==> src/rtl/uart_tx_fifo_ctrl.sv <==
`default_nettype none
// ============================================================================
// Module   : uart_tx_fifo_ctrl
// Brief    : CPU-writable byte FIFO with a status register, drained into a
//            UART transmitter through a tx_start / tx_busy handshake.
// Revision : 1.0
// ============================================================================
module uart_tx_fifo_ctrl #(
    parameter int DEPTH = 16,
    parameter int PTR_W = 4
) (
    input  logic        clk,
    input  logic        rst_n,
    input  logic        sel,
    input  logic        we,
    input  logic [3:0]  addr,
    input  logic [31:0] wdata,
    output logic [31:0] rdata,
    output logic        tx_start,
    output logic [7:0]  tx_data,
    input  logic        tx_busy
);

    typedef enum logic [1:0] {
        S_IDLE      = 2'd0,
        S_WAIT_BUSY = 2'd1,
        S_WAIT_DONE = 2'd2
    } state_t;

    localparam logic [3:0]     c_ADDR_DATA   = 4'h0;
    localparam logic [3:0]     c_ADDR_STATUS = 4'h4;
    localparam logic [PTR_W:0] c_DEPTH       = (PTR_W + 1)'(DEPTH);

    logic [7:0]     r_mem [DEPTH];
    logic [PTR_W-1:0] r_wr_ptr;
    logic [PTR_W-1:0] r_rd_ptr;
    logic [PTR_W:0] r_count;
    logic           r_overflow;
    logic           r_tx_start;
    logic [7:0]     r_tx_data;
    state_t         r_state;
    state_t         w_next;

    logic w_full;
    logic w_empty;
    logic w_wr_data;
    logic w_push;
    logic w_pop;
    logic w_clr_ovf;
    logic w_active;
    logic w_unused;

    // Flags come from the pre-edge count, so a push while full is dropped
    // even if a pop retires an entry on the same edge.
    assign w_full    = (r_count == c_DEPTH);
    assign w_empty   = (r_count == '0);
    assign w_wr_data = sel && we && (addr == c_ADDR_DATA);
    assign w_push    = w_wr_data && !w_full;
    assign w_clr_ovf = sel && we && (addr == c_ADDR_STATUS) && wdata[3];
    assign w_active  = (r_state != S_IDLE) || tx_busy;
    assign w_unused  = ^{wdata[31:8], wdata[2:0]};

    assign tx_start = r_tx_start;
    assign tx_data  = r_tx_data;

    always_comb begin
        w_next = r_state;
        w_pop  = 1'b0;
        case (r_state)
            S_IDLE: begin
                if (!w_empty && !tx_busy) begin
                    w_pop  = 1'b1;
                    w_next = S_WAIT_BUSY;
                end
            end
            // Blocks a second start until the transmitter has raised busy.
            S_WAIT_BUSY: if (tx_busy)  w_next = S_WAIT_DONE;
            S_WAIT_DONE: if (!tx_busy) w_next = S_IDLE;
            default:     w_next = S_IDLE;
        endcase
    end

    always_ff @(posedge clk or negedge rst_n) begin
        if (!rst_n) begin
            r_state    <= S_IDLE;
            r_wr_ptr   <= '0;
            r_rd_ptr   <= '0;
            r_count    <= '0;
            r_overflow <= 1'b0;
            r_tx_start <= 1'b0;
            r_tx_data  <= 8'h00;
        end else begin
            r_state    <= w_next;
            r_tx_start <= w_pop;
            if (w_pop) begin
                r_tx_data <= r_mem[r_rd_ptr];
                r_rd_ptr  <= r_rd_ptr + 1'b1;
            end
            if (w_push) begin
                r_wr_ptr <= r_wr_ptr + 1'b1;
            end
            case ({w_push, w_pop})
                2'b10:   r_count <= r_count + 1'b1;
                2'b01:   r_count <= r_count - 1'b1;
                default: r_count <= r_count;
            endcase
            if (w_wr_data && w_full) begin
                r_overflow <= 1'b1;
            end else if (w_clr_ovf) begin
                r_overflow <= 1'b0;
            end
        end
    end

    always_ff @(posedge clk) begin
        if (w_push) begin
            r_mem[r_wr_ptr] <= wdata[7:0];
        end
    end

    always_comb begin
        rdata = '0;
        if (addr == c_ADDR_STATUS) begin
            rdata[0]             = w_full;
            rdata[1]             = w_empty;
            rdata[2]             = w_active;
            rdata[3]             = r_overflow;
            rdata[4 +: PTR_W+1]  = r_count;
        end
    end

endmodule
`default_nettype wire

==> config.mk <==
export PLATFORM = sky130hd
export DESIGN_NAME = uart_tx_fifo_ctrl
export DESIGN_NICKNAME = d
export VERILOG_FILES = /design/src/rtl/uart_tx_fifo_ctrl.sv
export SDC_FILE = /design/constraint.sdc
export NUM_CORES = 1
export LEC_CHECK = 0
export BUFFER_PORTS_ARGS = -buffer_cell sky130_fd_sc_hd__buf_2
export CORE_UTILIZATION = 62
export DETAILED_ROUTE_END_ITERATION = 10
export HOLD_SLACK_MARGIN = 0.06
export MAX_ROUTING_LAYER = met4
export PLACE_DENSITY_LB_ADDON = 0.15
export REMOVE_ABC_BUFFERS = 1
export SLEW_MARGIN = 20
export SYNTH_ARGS = -nofsm -noshare
export SYNTH_HDL_FRONTEND = slang
export SYNTH_SLANG_ARGS = --single-unit
export TNS_END_PERCENT = 50
==> constraint.sdc <==
create_clock -name clk -period 4.8 [get_ports clk]
set_input_delay 0.48 -clock clk [delete_from_list [all_inputs] [get_ports clk]]
set_output_delay 0.48 -clock clk [all_outputs]
set_load 0.01 [all_outputs]
==> flow_summary.yaml, run 1 <==
layout:
  finalInstanceArea_sq_mm: 0.00720
  final_cell_mix: "128 x edfxtp_1, 34 x buf_2, 32 x mux4_2"
  drive_above_1_share: 0.285
  areaGrowthSynthToFinish_pct: 12.4
  nets: 461
  final_common_cell: "edfxtp_1"
  antenna_cells: 0
  fillers: 612
grt:
  grt_antenna_before_repair: 0
  grt_use_total: 0.250
  first_global_vias: 3425
  grt_pass1_wl_um: 18700
  grt_remaining_overflow: 0
  grt_max_degree: 34
sta:
  period_share: 0.653
  slew_viol_final: 0
  fin_tns_setup_ns: 0
  tightest_slew_ns: 0.943
  skew_ns: 0.0123
  rsz0062_at_grt: "no"
  clock.fmax_mhz: 319
  min_period_ns: 3.14
  max_slew_margin: 0.369
  finalSetupViolations: 0
  hold_viol: 0
setup_path:
  critical_path_arrival_ns: 3.56
  crit_path_max_fanout: 10
  startpoint_type: "flop"
  path_class: "flop to flop"
  crit_path_end_kind: "flop"
  worstPathRequired_ns: 5.22
route:
  routed_via_density: 6.03
  drt_iter0_markers: 224
  drc: 0
  detail-route-antenna-nets: 0
  wl_per_cell_um: 22.0
  drt_wl_total_um: 12200
  vias: 3361
  dr.pass1.iters: 4
clock_network:
  post_cts_buffers: 0
  cts_buffers: 17
  cts_tree: "built"
  clock-sinks: 153
  ctsHtreeMaxLevel: 4
  cts.clk_slew.worst_paths_ns: 0.07
  clock_latency_ns: 0.53
  cts.root.buffer_cell: "clkbuf_8"
  clockBufferDepth: 2
floorplanning:
  start_util: 0.647
  rows: 36
  die_area_sq_mm: 0.0107
  core_sq_mm: 0.00991
  ios: 82
  die_w_um: 104
  fp.dieH_um: 104
power_and_ir_drop:
  combPwrFrac: 0.225
  ir_drop_v: 0.000373
  power_frac_seq: 0.452
  clkPwrFrac: 0.323
  internal_power_mw: 2.67
  p_sw_frac: 0.313
  switching_power_mw: 1.22
  power.leakage_nw: 2.52
  powerDensity_mw_per_mm2: 541
logic_synthesis:
  ys.flop_type: "edfxtp_1"
  yosys.area.top_type: "edfxtp_1"
  syn_area_per_cell_sq_um: 17.3
  synth_warnings: 0
  yosysSeqAreaShare: 0.698
  async_flop_share: 0.163
  synthCells: 371
  ys_types: 42
  syn_area_sq_mm: 0.00641
  synth-edff-count: 128
  ys_ff_latch: 153
  synth_area_leaders: "edfxtp_1 60%, mux4_2 11%, dfrtp_1 9.8%, buf_4 2.9%, ha_1 1.8%"
  yosysTopAreaCellShare: 0.600
placement:
  dpl.hpwl_um: 7600
  gp_congestion: 0.841
  dpl_cell_area_sq_mm: 0.00662
  io_buffer_count: 34
worst_hold_path:
  hp-class: "primary input to flop"
outcome:
  status: "finished clean"
flow_run:
  maxCapViolCount: 0
per-stage QoR:
step	total power, mW	setup slack (ns)	hold slack [ns]	std cells	util
after floorplan	2.37	0.992	0.184	351	-
after global placement	2.62	1.42	0.466	524	0.668
after detailed placement	2.66	1.33	0.469	524	0.668
after CTS	3.92	1.64	0.117	557	0.727
after global routing	4.06	1.42	0.115	557	0.727
final	3.89	1.66	0.131	557	0.727
cell families after synthesis:
group	count (synthesis)	share of synthesized area
DFF	153	0.698
adders and majority gates	9	0.0176
other	1	0.000585
buffers and inverters	47	0.0430
muxes	42	0.130
xor gates and xnor gates	11	0.0150
and+or+nand+nor	68	0.0541
AOI/OAI and AO/OA	40	0.0422
layout make-up:
type,count,area (sq um),share of cell area
multi-input cells,193,1750,0.243
clock inverters,15,154,0.0214
well taps,133,166,0.0231
inverters,5,18.8,0.00261
repair buffers,41,225,0.0313
clock buffers,17,414,0.0575
flip-flops and latches,153,4470,0.621
worst max-delay path: stages (launching register included):
cell and delay [ns]:
dfrtp_1 0.53, nor4_2 0.15, a2111oi_4 0.63, inv_1 0.14, ha_1 0.37, xor2_1 0.19
ha_1 0.22, o211a_1 0.24, o21ai_0 0.17, o41ai_1 0.10, nor4b_1 0.29
metal layers:
metal | vias to the layer above | part of all wire | track usage
li1 | 1486 | - | -
met1 | 1719 | 0.39 | 0.301
met2 | 142 | 0.52 | 0.407
met3 | 14 | 0.079 | 0.0749
met4 | 0 | 0.014 | 0.0888
met5 | - | 0 | -
synth_stat cells (2+ instances only):
cell type	count
a21oi_1	11
nor3b_1	2
nand2_1	13
and3_1	5
nor2_1	20
dfrtp_1	25
buf_1	4
ha_1	9
mux2_2	10
nor3_1	8
buf_4	25
nor2b_1	3
edfxtp_1	128
xor2_1	5
inv_1	5
buf_2	4
o21ai_0	5
nand2b_1	4
nand4_1	3
xnor2_1	6
o22ai_1	16
clkbuf_1	9
mux4_2	32
power groups by stage:
stage | combinational (mW) | sequential [mW] | clock [mW]
floorplan | 0.606 | 1.76 | 0
finish | 0.874 | 1.76 | 1.26
detailed placement | 0.875 | 1.79 | 0
CTS | 0.884 | 1.76 | 1.27
global placement | 0.843 | 1.78 | 0
global route | 0.945 | 1.78 | 1.33
final timing paths:
kind,from,to,slack [ns],depth (start not counted)
worst min-delay path,tx_busy,r_state[0]$_DFFE_PN0P_,0.13,2
worst max register to register,r_count[1]$_DFFE_PN0P_,r_count[4]$_DFFE_PN0P_,1.66,10
worst max-delay path,r_count[1]$_DFFE_PN0P_,r_count[4]$_DFFE_PN0P_,1.66,10
worst min register to register,r_state[1]$_DFFE_PN0P_,r_state[0]$_DFFE_PN0P_,0.47,1
max in group asynchronous,rst_n,r_rd_ptr[1]$_DFFE_PN0P_,3.90,2
min in group asynchronous,rst_n,r_count[0]$_DFFE_PN0P_,0.48,2
state kept, by name, summed over array words and instances, names as in the netlist:
signal      cells
r_count         5
tx_data         8
r_rd_ptr        4
r_state         2
r_wr_ptr        4
r_overflow      1
r_mem         128
tx_start        1
timing repair:
action,in CTS,in global routing
hold buffers,1,0
resized for setup,0,0
endpoints found under the hold margin,25,0
(Power assumes the default switching activity.)
==> run 2: changes to the inputs <==
--- a/config.mk
+++ b/config.mk
@@ -6,7 +6,7 @@
 export NUM_CORES = 1
 export LEC_CHECK = 0
 export BUFFER_PORTS_ARGS = -buffer_cell sky130_fd_sc_hd__buf_2
-export CORE_UTILIZATION = 62
+export CORE_UTILIZATION = 52
 export DETAILED_ROUTE_END_ITERATION = 10
 export HOLD_SLACK_MARGIN = 0.06
 export MAX_ROUTING_LAYER = met4
==> constraint.sdc (replaced) <==
create_clock -name clk -period 2.77 [get_ports clk]
set_input_delay 0.277 -clock clk [delete_from_list [all_inputs] [get_ports clk]]
set_output_delay 0.277 -clock clk [all_outputs]
set_load 0.01 [all_outputs]
==> run 2 against run 1 <==
  * Critical path depth grew 1
  * Sequential power grew 63%
  * Sequential share of layout area shrank 1.5 points
  * Register-to-register slack lost 1.5 ns
  * First-iteration DRC count grew 21%
  * Worst hold slack gained 0.058 ns
  * Clock-buffer cell count grew 1
  * Global-route usage shrank 3.7 points
  * Via count shrank 0.71%
  * Die area grew 19%
==> flow_summary.yaml, run 2 (synthesis results as in run 1) <==
floorplanning:
  ios: 82
  core_sq_mm: 0.0120
  start_util: 0.533
  fp.dieH_um: 113
  die_w_um: 113
  rows: 40
  die_area_sq_mm: 0.0128
grt:
  first_global_vias: 3291
  grt_antenna_before_repair: 0
  top_usage_layer: "met2"
  use_met2: 0.331
  grt_pass1_wl_um: 18400
  grtUsageMet3: 0.0578
  grt_max_degree: 34
  groute.layer.met1.usage: 0.274
  grt_remaining_overflow: 0
  grt_use_total: 0.213
layout:
  largest_register_ff_count: 128
  regMostFlops: "r_mem"
  nets: 483
  instances_no_fill: 593
  drive_above_1_share: 0.314
  areaGrowthSynthToFinish_pct: 15.0
  antenna_cells: 0
  final_cell_mix: "128 x edfxtp_1, 34 x buf_2, 32 x mux4_2"
  final_common_cell: "edfxtp_1"
route:
  drt_iter0_markers: 272
  dr.pass1.iters: 4
  routed_via_density: 5.63
  detail-route-antenna-nets: 0
  drc: 0
  wl_per_cell_um: 20.0
  vias: 3337
  drt_wl_total_um: 11800
clock_network:
  cts_buffers: 17
  cts.clk_slew.worst_paths_ns: 0.06
  clock_latency_ns: 0.42
  clockBufferDepth: 2
  cts.root.buffer_cell: "clkbuf_16"
  cts_resized: 0
  ctsHtreeMaxLevel: 4
  cts_tree: "built"
  clock-sinks: 153
  post_cts_buffers: 0
sta:
  tightest_slew_ns: 0.635
  skew_ns: 0.00920
  rsz0062_at_grt: "no"
  finalSetupViolations: 0
  fin_tns_setup_ns: 0
  slew_viol_final: 0
  worst_slack_ns: 0.202
  max_slew_margin: 0.577
  clock.fmax_mhz: 389
  min_period_ns: 2.57
  period_share: 0.927
  hold_viol: 0
setup_path:
  slowest_stage: "dfrtp_1"
  max_stage_delay_ns: 0.37
  critical_path.cell_chain: "nor4_2 -> buf_4 -> a2111oi_4 -> inv_1 -> ha_1 -> xor2_1 -> ha_1 -> o211a_1 -> o21ai_0 -> o41ai_1 -> nor4b_1"
  crit_path_frequent_cell: "ha_1"
  worstPathRequired_ns: 3.07
  startpoint_type: "flop"
  path_class: "flop to flop"
  critical_path_arrival_ns: 2.87
  crit_path_max_fanout: 3
  crit_path_end_kind: "flop"
power_and_ir_drop:
  ir_drop_v: 0.000508
  powerDensity_mw_per_mm2: 911
  power.leakage_nw: 2.62
placement:
  dpl.hpwl_um: 7570
  dp_worst_setup_slack_ns: -0.0405
  io_buffer_count: 34
  gp_congestion: 0.781
  dp_cells: 559
flow_run:
  maxCapViolCount: 0
worst_hold_path:
  hp-class: "primary input to flop"
outcome:
  status: "finished clean"
-- run 2: layout make-up --
class	count	area, sq um
well taps	147	184
flip-flops and latches	153	4470
clock buffers	18	429
multi-input cells	193	1750
inverters	5	18.8
clock inverters	14	114
repair buffers	63	405
fillers	877	4640
-- run 2: where the power goes --
group | switching, mW | leakage (nW) | total [mW] | internal (mW)
sequential | 0.211 | 1.44 | 2.87 | 2.66
clock | 0.917 | 0.255 | 2.08 | 1.16
combinational | 0.875 | 0.925 | 1.77 | 0.895
total | 2.00 | 2.62 | 6.72 | 4.72
-- run 2: timing repair --
| item | CTS | global route |
|---|---|---|
| endpoints found under the hold margin | 26 | 0 |
| hold buffers | 2 | 0 |
| setup endpoints to repair | 0 | 0 |
-- run 2: path summary, 6_finish.rpt --
check | start | endpoint | slack, ns | cells past startpoint
worst min-delay path | we | r_overflow$_DFFE_PN0P_ | 0.19 | 4
worst max-delay path | r_count[3]$_DFFE_PN0P_ | r_count[4]$_DFFE_PN0P_ | 0.20 | 11
max in group asynchronous | rst_n | r_rd_ptr[1]$_DFFE_PN0P_ | 1.92 | 2
min in group asynchronous | rst_n | r_count[4]$_DFFE_PN0P_ | 0.40 | 2
worst max register to register | r_count[3]$_DFFE_PN0P_ | r_count[4]$_DFFE_PN0P_ | 0.20 | 11
worst min register to register | r_state[1]$_DFFE_PN0P_ | r_state[0]$_DFFE_PN0P_ | 0.48 | 1
-- run 2: routing by layer --
metal,up-vias,part of all wire,wire length (um)
met2,115,0.50,5960
met4,0,0.011,133
met3,8,0.062,738
li1,1533,-,-
met5,-,0,0
met1,1681,0.42,5010
-- run 2: worst max-delay path: cells and delay by family (launching register included) --
| family | cells | cell delay, ns |
|---|---|---|
| adders and majority gates | 2 | 0.45 |
| buffers and inverters | 2 | 0.25 |
| xor gates and xnor gates | 1 | 0.15 |
| DFF | 1 | 0.37 |
| and+or+nand+nor | 2 | 0.39 |
| AOI/OAI and AO/OA | 4 | 0.82 |
-- run 2: stage by stage --
stage	area, sq um	hold slack, ns	util	total power [mW]
floorplan	6230	-0.0186	-	4.11
global placement	6810	0.318	0.567	4.66
detailed placement	6810	0.320	0.567	4.70
CTS	7370	0.176	0.614	6.79
global route	7370	0.190	0.614	7.05
finish	7370	0.189	0.614	6.72
